**src/rtl/seg7_scan_if.sv**
```systemverilog
// Digit data, blanking controls and multiplexed display drive for seg7_scan.
// The master feeds the digits in; the slave (the scanner) drives the display.
interface seg7_scan_if #(
    parameter int unsigned NUM_DIGITS = 4
);
    logic [4*NUM_DIGITS-1:0] digits_in;
    logic [NUM_DIGITS-1:0]   dp_in;
    logic                    blank_lz;
    logic [NUM_DIGITS-1:0]   blink_mask;
    logic [6:0]              seg_n;
    logic                    dp_n;
    logic [NUM_DIGITS-1:0]   an_n;
    logic                    frame_tick;

    modport master (
        output digits_in, dp_in, blank_lz, blink_mask,
        input  seg_n, dp_n, an_n, frame_tick
    );

    modport slave (
        input  digits_in, dp_in, blank_lz, blink_mask,
        output seg_n, dp_n, an_n, frame_tick
    );
endinterface

```
**src/rtl/seg7_scan.sv**
```systemverilog
// Time-multiplexed common-anode 7-segment driver: refresh prescaler, per-frame
// digit snapshot, anode dead-time, leading-zero blanking and per-digit blinking.
module seg7_scan #(
    parameter int unsigned NUM_DIGITS   = 4,
    parameter int unsigned SCAN_DIV     = 50000,
    parameter int unsigned DEAD         = 4,
    parameter int unsigned BLINK_FRAMES = 64
) (
    input logic       clk,
    input logic       rst_n,
    seg7_scan_if.slave bus
);
    localparam int unsigned PW = $clog2(SCAN_DIV);
    localparam int unsigned IW = $clog2(NUM_DIGITS);
    localparam int unsigned FW = (BLINK_FRAMES > 1) ? $clog2(BLINK_FRAMES) : 1;
    localparam logic [PW-1:0] PreMax  = PW'(SCAN_DIV - 1);
    localparam logic [PW-1:0] DeadCnt = PW'(DEAD);
    localparam logic [IW-1:0] IdxMax  = IW'(NUM_DIGITS - 1);
    localparam logic [FW-1:0] FrmMax  = FW'(BLINK_FRAMES - 1);

    logic [PW-1:0]           pre_cnt_q, pre_cnt_d;
    logic [IW-1:0]           idx_q, idx_d;
    logic [FW-1:0]           frame_cnt_q, frame_cnt_d;
    logic                    blink_ph_q, blink_ph_d;
    logic [4*NUM_DIGITS-1:0] shadow_q, shadow_d;
    logic [NUM_DIGITS-1:0]   shadow_dp_q, shadow_dp_d;
    logic [6:0]              seg_n_q, seg_n_d;
    logic                    dp_n_q, dp_n_d;
    logic [NUM_DIGITS-1:0]   an_n_q, an_n_d;
    logic                    frame_tick_q, frame_tick_d;

    logic                  slot_end;
    logic                  frame_start;
    logic [3:0]            cur_digit;
    logic [6:0]            cur_seg;
    logic [NUM_DIGITS-1:0] lz;
    logic                  all_zero;
    logic                  blanked;

    assign slot_end    = (pre_cnt_q == PreMax);
    assign frame_start = slot_end && (idx_q == IdxMax);
    assign cur_digit   = shadow_q[{idx_q, 2'b00} +: 4];

    // Scan position, frame snapshot and blink phase.
    always_comb begin
        pre_cnt_d    = pre_cnt_q + PW'(1);
        idx_d        = idx_q;
        frame_cnt_d  = frame_cnt_q;
        blink_ph_d   = blink_ph_q;
        shadow_d     = shadow_q;
        shadow_dp_d  = shadow_dp_q;
        frame_tick_d = frame_start;
        if (slot_end) begin
            pre_cnt_d = '0;
            idx_d     = (idx_q == IdxMax) ? '0 : idx_q + IW'(1);
        end
        if (frame_start) begin
            shadow_d    = bus.digits_in;
            shadow_dp_d = bus.dp_in;
            if (frame_cnt_q == FrmMax) begin
                frame_cnt_d = '0;
                blink_ph_d  = ~blink_ph_q;
            end else begin
                frame_cnt_d = frame_cnt_q + FW'(1);
            end
        end
    end

    // A digit is a leading zero if it and every more significant digit are zero.
    always_comb begin
        lz       = '0;
        all_zero = 1'b1;
        for (int k = NUM_DIGITS - 1; k >= 0; k--) begin
            all_zero = all_zero & (shadow_q[4*k +: 4] == 4'd0);
            lz[k]    = bus.blank_lz & all_zero & (k != 0);
        end
    end

    always_comb begin
        cur_seg = 7'b0111111;
        case (cur_digit)
            4'd0: cur_seg = 7'b1000000;
            4'd1: cur_seg = 7'b1111001;
            4'd2: cur_seg = 7'b0100100;
            4'd3: cur_seg = 7'b0110000;
            4'd4: cur_seg = 7'b0011001;
            4'd5: cur_seg = 7'b0010010;
            4'd6: cur_seg = 7'b0000010;
            4'd7: cur_seg = 7'b1111000;
            4'd8: cur_seg = 7'b0000000;
            4'd9: cur_seg = 7'b0010000;
            default: cur_seg = 7'b0111111;
        endcase
    end

    always_comb begin
        blanked = lz[idx_q] | (blink_ph_q & bus.blink_mask[idx_q]);
        seg_n_d = blanked ? 7'h7F : cur_seg;
        dp_n_d  = blanked | ~shadow_dp_q[idx_q];
        an_n_d  = '1;
        if (!blanked && (pre_cnt_q >= DeadCnt)) begin
            an_n_d[idx_q] = 1'b0;
        end
    end

    always_ff @(posedge clk) begin
        if (!rst_n) begin
            pre_cnt_q    <= '0;
            idx_q        <= '0;
            frame_cnt_q  <= '0;
            blink_ph_q   <= 1'b0;
            shadow_q     <= '0;
            shadow_dp_q  <= '0;
            seg_n_q      <= 7'h7F;
            dp_n_q       <= 1'b1;
            an_n_q       <= '1;
            frame_tick_q <= 1'b0;
        end else begin
            pre_cnt_q    <= pre_cnt_d;
            idx_q        <= idx_d;
            frame_cnt_q  <= frame_cnt_d;
            blink_ph_q   <= blink_ph_d;
            shadow_q     <= shadow_d;
            shadow_dp_q  <= shadow_dp_d;
            seg_n_q      <= seg_n_d;
            dp_n_q       <= dp_n_d;
            an_n_q       <= an_n_d;
            frame_tick_q <= frame_tick_d;
        end
    end

    assign bus.seg_n      = seg_n_q;
    assign bus.dp_n       = dp_n_q;
    assign bus.an_n       = an_n_q;
    assign bus.frame_tick = frame_tick_q;
endmodule

```
**src/flat_wrapper.sv**
```systemverilog
// flat-port wrapper written by rule: the top's interface ports become plain ports
module seg7_scan_flat 
#(
    parameter int unsigned NUM_DIGITS   = 4,
    parameter int unsigned SCAN_DIV     = 50000,
    parameter int unsigned DEAD         = 4,
    parameter int unsigned BLINK_FRAMES = 64
)
  (clk, rst_n, bus_digits_in, bus_dp_in, bus_blank_lz, bus_blink_mask, bus_seg_n, bus_dp_n, bus_an_n, bus_frame_tick);
  seg7_scan_if #(.NUM_DIGITS(NUM_DIGITS)) bus_i ();
  input logic clk;
  input logic rst_n;
  input wire logic [$bits(bus_i.digits_in)-1:0] bus_digits_in;
  input wire logic [$bits(bus_i.dp_in)-1:0] bus_dp_in;
  input wire logic [$bits(bus_i.blank_lz)-1:0] bus_blank_lz;
  input wire logic [$bits(bus_i.blink_mask)-1:0] bus_blink_mask;
  output wire logic [$bits(bus_i.seg_n)-1:0] bus_seg_n;
  output wire logic [$bits(bus_i.dp_n)-1:0] bus_dp_n;
  output wire logic [$bits(bus_i.an_n)-1:0] bus_an_n;
  output wire logic [$bits(bus_i.frame_tick)-1:0] bus_frame_tick;
  assign bus_i.digits_in = bus_digits_in;
  assign bus_i.dp_in = bus_dp_in;
  assign bus_i.blank_lz = bus_blank_lz;
  assign bus_i.blink_mask = bus_blink_mask;
  assign bus_seg_n = bus_i.seg_n;
  assign bus_dp_n = bus_i.dp_n;
  assign bus_an_n = bus_i.an_n;
  assign bus_frame_tick = bus_i.frame_tick;
  seg7_scan #(.NUM_DIGITS(NUM_DIGITS), .SCAN_DIV(SCAN_DIV), .DEAD(DEAD), .BLINK_FRAMES(BLINK_FRAMES)) u_core (.clk(clk), .rst_n(rst_n), .bus(bus_i));
endmodule
```
**config.mk**
```make
export PLATFORM = sky130hd
export DESIGN_NAME = seg7_scan_flat
export DESIGN_NICKNAME = d
export VERILOG_FILES = /design/src/rtl/seg7_scan_if.sv /design/src/rtl/seg7_scan.sv /design/src/flat_wrapper.sv
export SDC_FILE = /design/constraint.sdc
export NUM_CORES = 1
export LEC_CHECK = 0
export ABC_AREA = 1
export ABC_CLOCK_PERIOD_IN_PS = 1500
export CAP_MARGIN = 20
export CORE_ASPECT_RATIO = 1.5
export CORE_MARGIN = 4
export CORE_UTILIZATION = 49
export CTS_BUF_LIST = sky130_fd_sc_hd__clkbuf_16
export DETAILED_ROUTE_END_ITERATION = 16
export PLACE_DENSITY = 0.76
export SETUP_SLACK_MARGIN = 0.1
export SYNTH_ARGS = -nofsm -noshare
export SYNTH_HDL_FRONTEND = slang
export SYNTH_SLANG_ARGS = --single-unit
export TNS_END_PERCENT = 20
```
**constraint.sdc**
```tcl
create_clock -name clk -period 1.5 [get_ports clk]
set_input_delay 0.3 -clock clk [delete_from_list [all_inputs] [get_ports clk]]
set_output_delay 0.3 -clock clk [all_outputs]
set_load 0.03 [all_outputs]
```
==> flow_summary.yaml, run 1 <==
place:
  io_buffer_count: 39
  post_dp_cell_area_sq_mm: 0.00348
  dp.cells: 515
  gp_congestion: 0.904
  dp_hpwl_um: 4880
  preCtsSetupSlack_ns: -0.0455
timing:
  skew_ns: 0.00781
  rsz0062_at_grt: "yes"
  slew_headroom: 0.782
  fin_crit_ns: 1.47
  timing.fmax_mhz: 680
  timing.hold.ws_ns: 0.462
  finalWorstSetupSlack_ns: 0.0296
  slew_violations: 0
  worst_slew_pin_slew_ns: 0.324
  fin_crit_sh: 0.980
  hold_violations: 0
  final.setup.tns_ns: 0
  setup_viol: 0
power_and_ir_drop:
  power.density_mw_per_mm2: 859
  clockPowerShare: 0.497
  pwr-share-seq: 0.443
  vdd_drop_max_mv: 0.576
  power.total_mw: 3.52
  p_leak_nw: 1.60
  p_sw_frac: 0.221
  combPwrFrac: 0.060
  p_int_mw: 2.74
  p_sw_mw: 0.778
yosys:
  synth-async-reset-ratio: 0
  synth_ff_type: "dfxtp_1"
  yosysWarningCount: 0
  synth_edf_count: 0
  synthesis.area_sq_mm: 0.00282
  ys_ff_latch: 58
  avgSynthCellArea_sq_um: 7.15
  synth_nets: 434
  yosysSeqAreaShare: 0.411
  ys_types: 34
  synth_cells: 395
critical_path:
  required_ns: 1.75
  slowest_stage: "dfxtp_1"
  path_cells: "nor2_2 > nand2_2 > nor2_4 > nand2_4 > nor2_8 > buf_12 > nand2_1 > a21oi_2"
  start_kind: "flip-flop"
  cp_slowest_stage_delay_ns: 0.36
  crit_path_end_kind: "flip-flop"
  cp.arrival_ns: 1.72
  cp_max_fo: 12
  path_class: "flip-flop to flip-flop"
clock_network:
  h-tree-depth: 3
  hold_buffers: 0
  cts_tree: "built"
  insertion_delay_ns: 0.32
  clock_tree.buffer_depth: 2
  cts.sinks: 58
  clk_pin_slew_worst_paths_ns: 0.05
  cts_made_buffers: 9
  clockRootBuffer: "clkbuf_16"
cells_and_area:
  design_area_sq_mm: 0.00410
  antennaDiodeCount: 0
  final_cells: 539
  layout_commonest_cell: "nand2_1"
  post-route-util: 0.741
  area_growth_pct: 45.1
  layout.nets: 503
  drive_gt1_frac: 0.269
  layout_common_cells: "nand2_1, dfxtp_1, a21oi_1"
min_path:
  hold_class: "flip-flop to flip-flop"
drt:
  wl_per_cell_um: 14.3
  drt_iter0_drc: 188
  vias_per_cell: 5.29
  num_vias: 2853
  drc: 0
  ant_nets: 0
  first_pass_iters: 6
  wl_um: 7710
global_route:
  antenna_found_initial: 0
  grt_usage: 0.205
  grt-ovfl-total: 0
  grt_max_degree: 28
  grt_pass1_vias: 2753
  grt_pass1_wl_um: 11500
die:
  num_rows: 33
  coreArea_sq_mm: 0.00553
  die_width_um: 70.0
  io_pins: 40
  die_h_um: 101
  dieArea_sq_mm: 0.00707
  initial_core_util: 0.510
status:
  status: "finished clean"
job:
  cap_violations: 0
-- sequential cells by signal, indices dropped and copies added (netlist names) --
signal	flops
u_core.blink_ph_q	1
u_core.bus.an_n	4
u_core.bus.dp_n	1
u_core.bus.frame_tick	1
u_core.bus.seg_n	7
u_core.frame_cnt_q	6
u_core.idx_q	2
u_core.pre_cnt_q	16
u_core.shadow_dp_q	4
u_core.shadow_q	16
-- routing by layer --
layer | global-route usage | routed length (um)
met3 | 0.0429 | 292
met1 | 0.193 | 2790
met2 | 0.403 | 4410
met5 | 0 | 0
met4 | 0.109 | 226
-- worst paths after layout --
check | slack, ns | cells after the start | start | to
hold reg to reg | 0.46 | 2 | u_core.shadow_dp_q[1] | u_core.shadow_dp_q[1]
setup reg to reg | 0.03 | 8 | u_core.pre_cnt_q[4] | u_core.shadow_q[8]
setup / recovery | 0.03 | 8 | u_core.pre_cnt_q[4] | u_core.shadow_q[8]
hold / removal | 0.46 | 2 | u_core.shadow_dp_q[1] | u_core.shadow_dp_q[1]
-- worst max-delay path: cells and delay by family, from the launching register on --
kind	cells	cell delay, ns
AND/OR/NAND/NOR	6	0.75
flip-flops	1	0.36
buffers and inverters	1	0.15
AO/OA/AOI/OAI	1	0.13
-- logic make-up (layout without fill, tap and decap cells) --
family | after synthesis | count (layout) | share of synthesized area
buf+inv | 46 | 120 | 0.0740
simple gates | 217 | 217 | 0.338
xor+xnor | 8 | 8 | 0.0248
fa+ha+maj | 12 | 12 | 0.0532
compound gates | 54 | 54 | 0.0988
flops | 58 | 58 | 0.411
-- synth_stat cells (4+ instances only) --
master / count / area [sq um]
nand2_1: 110 / 413
dfxtp_1: 58 / 1160
nor2_1: 42 / 158
nand3_1: 39 / 195
a21oi_1: 38 / 190
inv_1: 28 / 105
ha_1: 12 / 150
o21ai_0: 10 / 50.1
xor2_1: 7 / 61.3
buf_2: 5 / 25.0
inv_2: 4 / 15.0
nand4_1: 4 / 25.0
-- area by class of cell --
| cell class | instances | area, sq um |
|---|---|---|
| tap | 70 | 87.6 |
| sequential | 58 | 1200 |
| multi-input combinational | 291 | 1700 |
| timing repair buffer | 71 | 733 |
| clock inverter | 7 | 28.8 |
| clock buffer | 9 | 225 |
| inverter | 33 | 129 |
| fill | 421 | 1430 |
-- power by group through the flow --
stage	Sequential (mW)	Clock (mW)	Combinational, mW
2_1_floorplan	1.62	0	0.0427
3_3_place_gp	1.60	0	0.187
3_5_place_dp	1.60	0	0.188
4_1_cts	1.57	1.76	0.186
5_1_grt	1.56	1.83	0.222
6_report	1.56	1.75	0.210
-- what timing repair did --
| item | in CTS | in global routing |
|---|---|---|
| cloned | 1 | 1 |
| gates resized for setup | 40 | 62 |
| buffers inserted | 0 | 6 |
| endpoints found under the setup margin | 70 | 56 |
| endpoints found under the hold margin | 0 | 0 |
| pin swaps | 2 | 15 |
Power figures use the tool's default switching activity.
==> inputs of run 2 (changes only) <==
CTS_CLUSTER_DIAMETER = 30   (was default)
==> results of run 2 <==
Same layout as run 1: the final DEF is identical, and so are final timing and power.
==> inputs of run 3 (changes only) <==
CAP_MARGIN = default   (was 20)
==> results of run 3 <==
Same layout as run 1: the final DEF is identical, and so are final timing and power.
==> patch 1 (flow settings as in run 2) <==
Make the reset (`rst_n`) asynchronous in one clocked block.
--- a/src/rtl/seg7_scan.sv
+++ b/src/rtl/seg7_scan.sv
@@ -103,7 +103,7 @@
         end
     end
 
-    always_ff @(posedge clk) begin
+    always_ff @(posedge clk or negedge rst_n) begin
         if (!rst_n) begin
             pre_cnt_q    <= '0;
             idx_q        <= '0;
Check against the original RTL: differs if rst_n is asserted again (counterexample within 4 cycles, from zero or initial values and one cycle with rst_n low); with rst_n held inactive, the same outputs for 10 cycles.
==> patch 1 against run 2 <==
  * The run now ends with setup timing left
  * Setup slack got worse by 140 ps
  * Synthesized cell count is 2.8% lower
  * Design area is 9.6% higher
  * Synthesized area up 9.8%
  * Sequential cell count did not move
  * Non-clock buffer count up 7
  * Wire length is 11% higher
  * Largest cell class unchanged
  * Power down 2.6%
==> patch 1: results (changes against run 2) <==
Status
  • Status: finished with violations (was finished clean)
  • Failing checks: setup timing

Final layout
  • Nets: 504 (was 503)
  • Ratio of cells with drive above 1 in the final layout: 0.387 (was 0.269)
  • # fillers: 413 (was 421)

Synth
  • Synth area leaders: dfrtp_1, nand2_1, dfstp_2 (was dfxtp_1, nand2_1, nand3_1)
  • Post-synthesis sequential area ratio: 0.473 (was 0.411)
  • Mapped Nets: 423 (was 434)
  • Yosys cell types: 31 (was 34)

Placement
  • Hpwl dp: 5.13 mm (was 4.88 mm)
  • Place WS: -43.8 ps (was -45.5 ps)

Drt
  • Drt via density: 5.30 (was 5.29)
  • DRT met1 WL: 3.27 mm (was 2.79 mm)
  • Met3 WL: 396 um (was 292 um)
  • Initial DRT Pass Iterations: 5 (was 6)
  • Met2 wire length: 4.62 mm (was 4.41 mm)
  • Wire per inst: 15.7 um (was 14.3 um)

Critical path
  • Reg2reg path depth: 10 (was 8)
  • Slowest cell on crit path: dfrtp_2 (was dfxtp_1)
  • CP Max Fanout: 5 (was 12)
  • WP data arrival: 1840 ps (was 1720 ps)
  • CP max stage delay: 440 ps (was 360 ps)

Hold path
  • Hold endpoint: u_core.shadow_dp_q[2]$_DFFE_PN0N_ (was u_core.shadow_dp_q[1]$_SDFFE_PN0N_)
  • Beginning of the worst hold path: u_core.shadow_dp_q[2]$_DFFE_PN0N_ (was u_core.shadow_dp_q[1]$_SDFFE_PN0N_)

Pwr
  • VDD IR max: 621 uV (was 576 uV)
  • Leakage: 2.09 nW (was 1.60 nW)

STA
  • Final Skew: 6.70 ps (was 7.81 ps)
  • Worst rel slew slack: 0.793 (was 0.782)
  • Setup violators final: 12 (was 0)
  • Final worst slack: -110 ps (was 29.6 ps)

Global routing
  • Largest net degree at the start of global routing: 59 (was 28)
-- patch 1: cell types whose count changed after synthesis, sizes merged, moves of 12 or more --
cell	change
dfstp	+12
dfrtp	+46
nand2	+28
a21oi	-37
dfxtp	-58
-- patch 1: logic make-up after synthesis --
logic type	count (synthesis)	synth area share
simple gates	234	0.330
flops	58	0.473
buf+inv	47	0.0706
compound gates	20	0.0416
xor+xnor	13	0.0367
fa+ha+maj	12	0.0484
-- patch 1: worst max-delay path by stage --
stage,end,depth (start not counted)
finish,u_core.bus.seg_n[3]$_DFF_PN1_,10
global route,u_core.bus.an_n[1]$_DFF_PN1_,7
CTS,u_core.bus.seg_n[3]$_DFF_PN1_,10
detailed placement,u_core.bus.an_n[1]$_DFF_PN1_,9
global placement,u_core.bus.seg_n[4]$_DFF_PN1_,9
floorplan,u_core.bus.seg_n[3]$_DFF_PN1_,11
-- patch 1: stage by stage --
step / std cells / hold slack (ps)
final: 544 / 480
after global routing: 544 / 511
after CTS: 536 / 478
after detailed placement: 512 / 325
after global placement: 512 / 319
after floorplan: 384 / 4.41
-- patch 1: cell type report --
| cell class | count | area [um^2] | share of cell area |
|---|---|---|---|
| multi-input cells | 279 | 1760 | 0.391 |
| flip-flops and latches | 58 | 1470 | 0.327 |
| repair buffers | 78 | 752 | 0.167 |
| clock buffers | 9 | 225 | 0.0502 |
| inverters | 38 | 159 | 0.0354 |
| well taps | 74 | 92.6 | 0.0206 |
| clock inverters | 7 | 28.8 | 0.00641 |
| repair inverters | 1 | 7.51 | 0.00167 |
-- patch 1: worst max-delay path, delay by kind of cell (launching register included) --
family	cells	cell delay, ps
buffers and inverters	2	200
adder cells (fa/ha/maj)	1	270
flip-flops	1	440
AND/OR/NAND/NOR	7	630
-- patch 1: per-layer routing --
metal	GRT usage	up-vias
met4	0.0963	0
met2	0.397	94
met3	0.0496	25
met1	0.246	1405
met5	0	-
li1	-	1357
-- patch 1: timing repair --
item                                    in CTS  in global routing
resized for setup                           81                 53
pin swaps                                   30                 24
hold buffers                                 1                  0
endpoints found under the hold margin       46                  0
endpoints found under the setup margin      50                 47
gates cloned                                 2                  0
setup buffers                                5                  8
-- patch 1: report_power, final --
group          internal [mW]  switching [mW]
sequential              1.57               0
clock                   1.08           0.667
combinational         0.0668          0.0479
total                   2.71           0.715
==> patch 2 (flow settings as in run 2) <==
Without the edit above. `SCAN_DIV` is set to 50000 in 2 places; all go to 100000.
--- a/src/rtl/seg7_scan.sv
+++ b/src/rtl/seg7_scan.sv
@@ -2,7 +2,7 @@
 // digit snapshot, anode dead-time, leading-zero blanking and per-digit blinking.
 module seg7_scan #(
     parameter int unsigned NUM_DIGITS   = 4,
-    parameter int unsigned SCAN_DIV     = 50000,
+    parameter int unsigned SCAN_DIV     = 100000,
     parameter int unsigned DEAD         = 4,
     parameter int unsigned BLINK_FRAMES = 64
 ) (
--- a/src/flat_wrapper.sv
+++ b/src/flat_wrapper.sv
@@ -2,7 +2,7 @@
 module seg7_scan_flat 
 #(
     parameter int unsigned NUM_DIGITS   = 4,
-    parameter int unsigned SCAN_DIV     = 50000,
+    parameter int unsigned SCAN_DIV     = 100000,
     parameter int unsigned DEAD         = 4,
     parameter int unsigned BLINK_FRAMES = 64
 )
Check against the original RTL: no difference found for any inputs over 10 cycles, from zero or initial values and one cycle with rst_n low; that may be too few to reach the edited logic, so the function may still have changed.
==> patch 2 against run 2 <==
  * Sequential cell count increased by 1
  * Global-route usage increased by 3.6 points
  * Utilization decreased by 0.057 points
  * Design area increased by 4.5%
  * Wire length increased by 7.8%
  * First-iteration DRC count increased by 62%
  * Largest power group unchanged
  * Power increased by 12%
  * The flow now finishes with violations (setup timing)
  * Setup slack got worse by 83 ps
  * Synthesized area increased by 3.3%
  * Clock power increased by 24%
  * Cell count increased by 5.9%
==> patch 2: results (changes against run 2) <==
Critical path
  • Slowest cell on crit path: dfxtp_4 (was dfxtp_1)
  • CP Max Fanout: 7 (was 12)
  • Largest delay contributor family on the critical path: flip-flops (was simple AND/OR/NAND/NOR gates)
  • CP max stage delay: 410 ps (was 360 ps)

STA
  • Final worst slack: -53.6 ps (was 29.6 ps)
  • TNS Setup: -374 ps (was 0 ps)
  • Setup violators final: 14 (was 0)
  • Worst rel slew slack: 0.770 (was 0.782)

Final layout
  • Bufs w/o clock: 81 (was 71)
  • Signal inverters: 39 (was 33)
  • Nets: 533 (was 503)
  • Multi-In Gates: 304 (was 291)
  • Sequential cell count: 59 (was 58)
  • Buffering overhead: 0.174 (was 0.179)
  • Sequential share of cell area: 0.280 (was 0.292)
  • Clock buf/inv share: 0.0754 (was 0.0620)
  • Clock buffers: 10 (was 9)
  • Ratio of cells with drive above 1 in the final layout: 0.269 (about the same)
  • # fillers: 412 (was 421)
  • Final std cells w/o fill: 571 (was 539)
  • Fraction of area in multi-input gates: 0.413 (was 0.414)

Global routing
  • All-layer global routing usage: 0.241 (was 0.205)
  • M3 GR Usage: 0.0624 (was 0.0429)
  • Vias in the first global route: 2,934 (was 2,753)
  • First-pass GRT wire length: 13.6 mm (was 11.5 mm)
  • Met2 global-route usage: 0.444 (was 0.403)
  • Largest net degree at the start of global routing: 25 (was 28)

Placement
  • Hpwl dp: 5.19 mm (was 4.88 mm)
  • Placed cells: 540 (was 515)
  • DP Area: 3560 um^2 (was 3480 um^2)
  • Final GP Congestion: 0.912 (was 0.904)

Clock network
  • Post-CTS setup buffers: 8 (was 0)
  • Post_cts resized: 91 (was 40)

Synth
  • Mapped Nets: 450 (was 434)
  • Post-synthesis sequential area ratio: 0.405 (was 0.411)
  • Synth area leaders: dfxtp_1, nor2_1, nand2_1 (was dfxtp_1, nand2_1, nand3_1)
  • Top post-synthesis cells by count: nor2_1, nand2_1, dfxtp_1 (was nand2_1, dfxtp_1, nor2_1)
  • Yosys cell types: 32 (was 34)
  • Syn_area_per_cell: 7.10 um^2 (was 7.15 um^2)

Status
  • Failing checks: setup timing
  • Status: finished with violations (was finished clean)

Drt
  • Met3 WL: 453 um (was 292 um)
  • Met2 wire length: 4.46 mm (was 4.41 mm)
  • Wirelength, routed: 8.31 mm (was 7.71 mm)
  • Detailed Route Iter0 Violations: 305 (was 188)
  • Initial DRT Pass Iterations: 5 (was 6)
  • Via Count: 3,047 (was 2,853)

Floorplanning
  • CORE AREA: 5790 um^2 (was 5530 um^2)

Pwr
  • Leakage: 1.75 nW (was 1.60 nW)
  • VDD IR max: 991 uV (was 576 uV)
  • Sw Ratio: 0.221 (about the same)
-- patch 2: cell types whose count changed after synthesis, moves of 3 or more --
| cell | run 2 | this run |
|---|---|---|
| o21ai_1 | 2 | 6 |
| xor2_1 | 7 | 4 |
| nor2_4 | 1 | 4 |
| nand3_1 | 39 | 36 |
| o21ai_0 | 10 | 29 |
| nor2_1 | 42 | 93 |
| inv_1 | 28 | 36 |
| nand2_1 | 110 | 73 |
| a21oi_1 | 38 | 18 |
| nor2_2 | 3 | 0 |
-- patch 2: logic make-up (layout without fill, tap and decap cells) --
logic type | count (synthesis) | after routing | share of synthesized area
fa+ha+maj | 12 | 12 | 0.0515
compound gates | 57 | 57 | 0.101
xor+xnor | 5 | 5 | 0.0150
buf+inv | 51 | 136 | 0.0798
simple gates | 227 | 230 | 0.348
flops | 59 | 59 | 0.405
-- patch 2: final timing paths --
check                                       from                             end  slack, ps  cells after the start
hold reg to reg   u_core.pre_cnt_q[9]$_SDFF_PP0_  u_core.pre_cnt_q[9]$_SDFF_PP0_        490                      2
hold / removal    u_core.pre_cnt_q[9]$_SDFF_PP0_  u_core.pre_cnt_q[9]$_SDFF_PP0_        490                      2
setup reg to reg    u_core.idx_q[0]$_SDFFE_PN0P_  u_core.bus.seg_n[5]$_SDFF_PP1_        -50                      9
setup / recovery    u_core.idx_q[0]$_SDFFE_PN0P_  u_core.bus.seg_n[5]$_SDFF_PP1_        -50                      9
-- patch 2: power groups by stage --
| stage | clock network [mW] | logic, mW | registers [mW] |
|---|---|---|---|
| finish | 2.17 | 0.199 | 1.59 |
| global route | 2.29 | 0.213 | 1.59 |
| CTS | 2.18 | 0.198 | 1.59 |
| detailed placement | 0 | 0.181 | 1.63 |
| global placement | 0 | 0.177 | 1.62 |
| floorplan | 0 | 0.0471 | 1.65 |
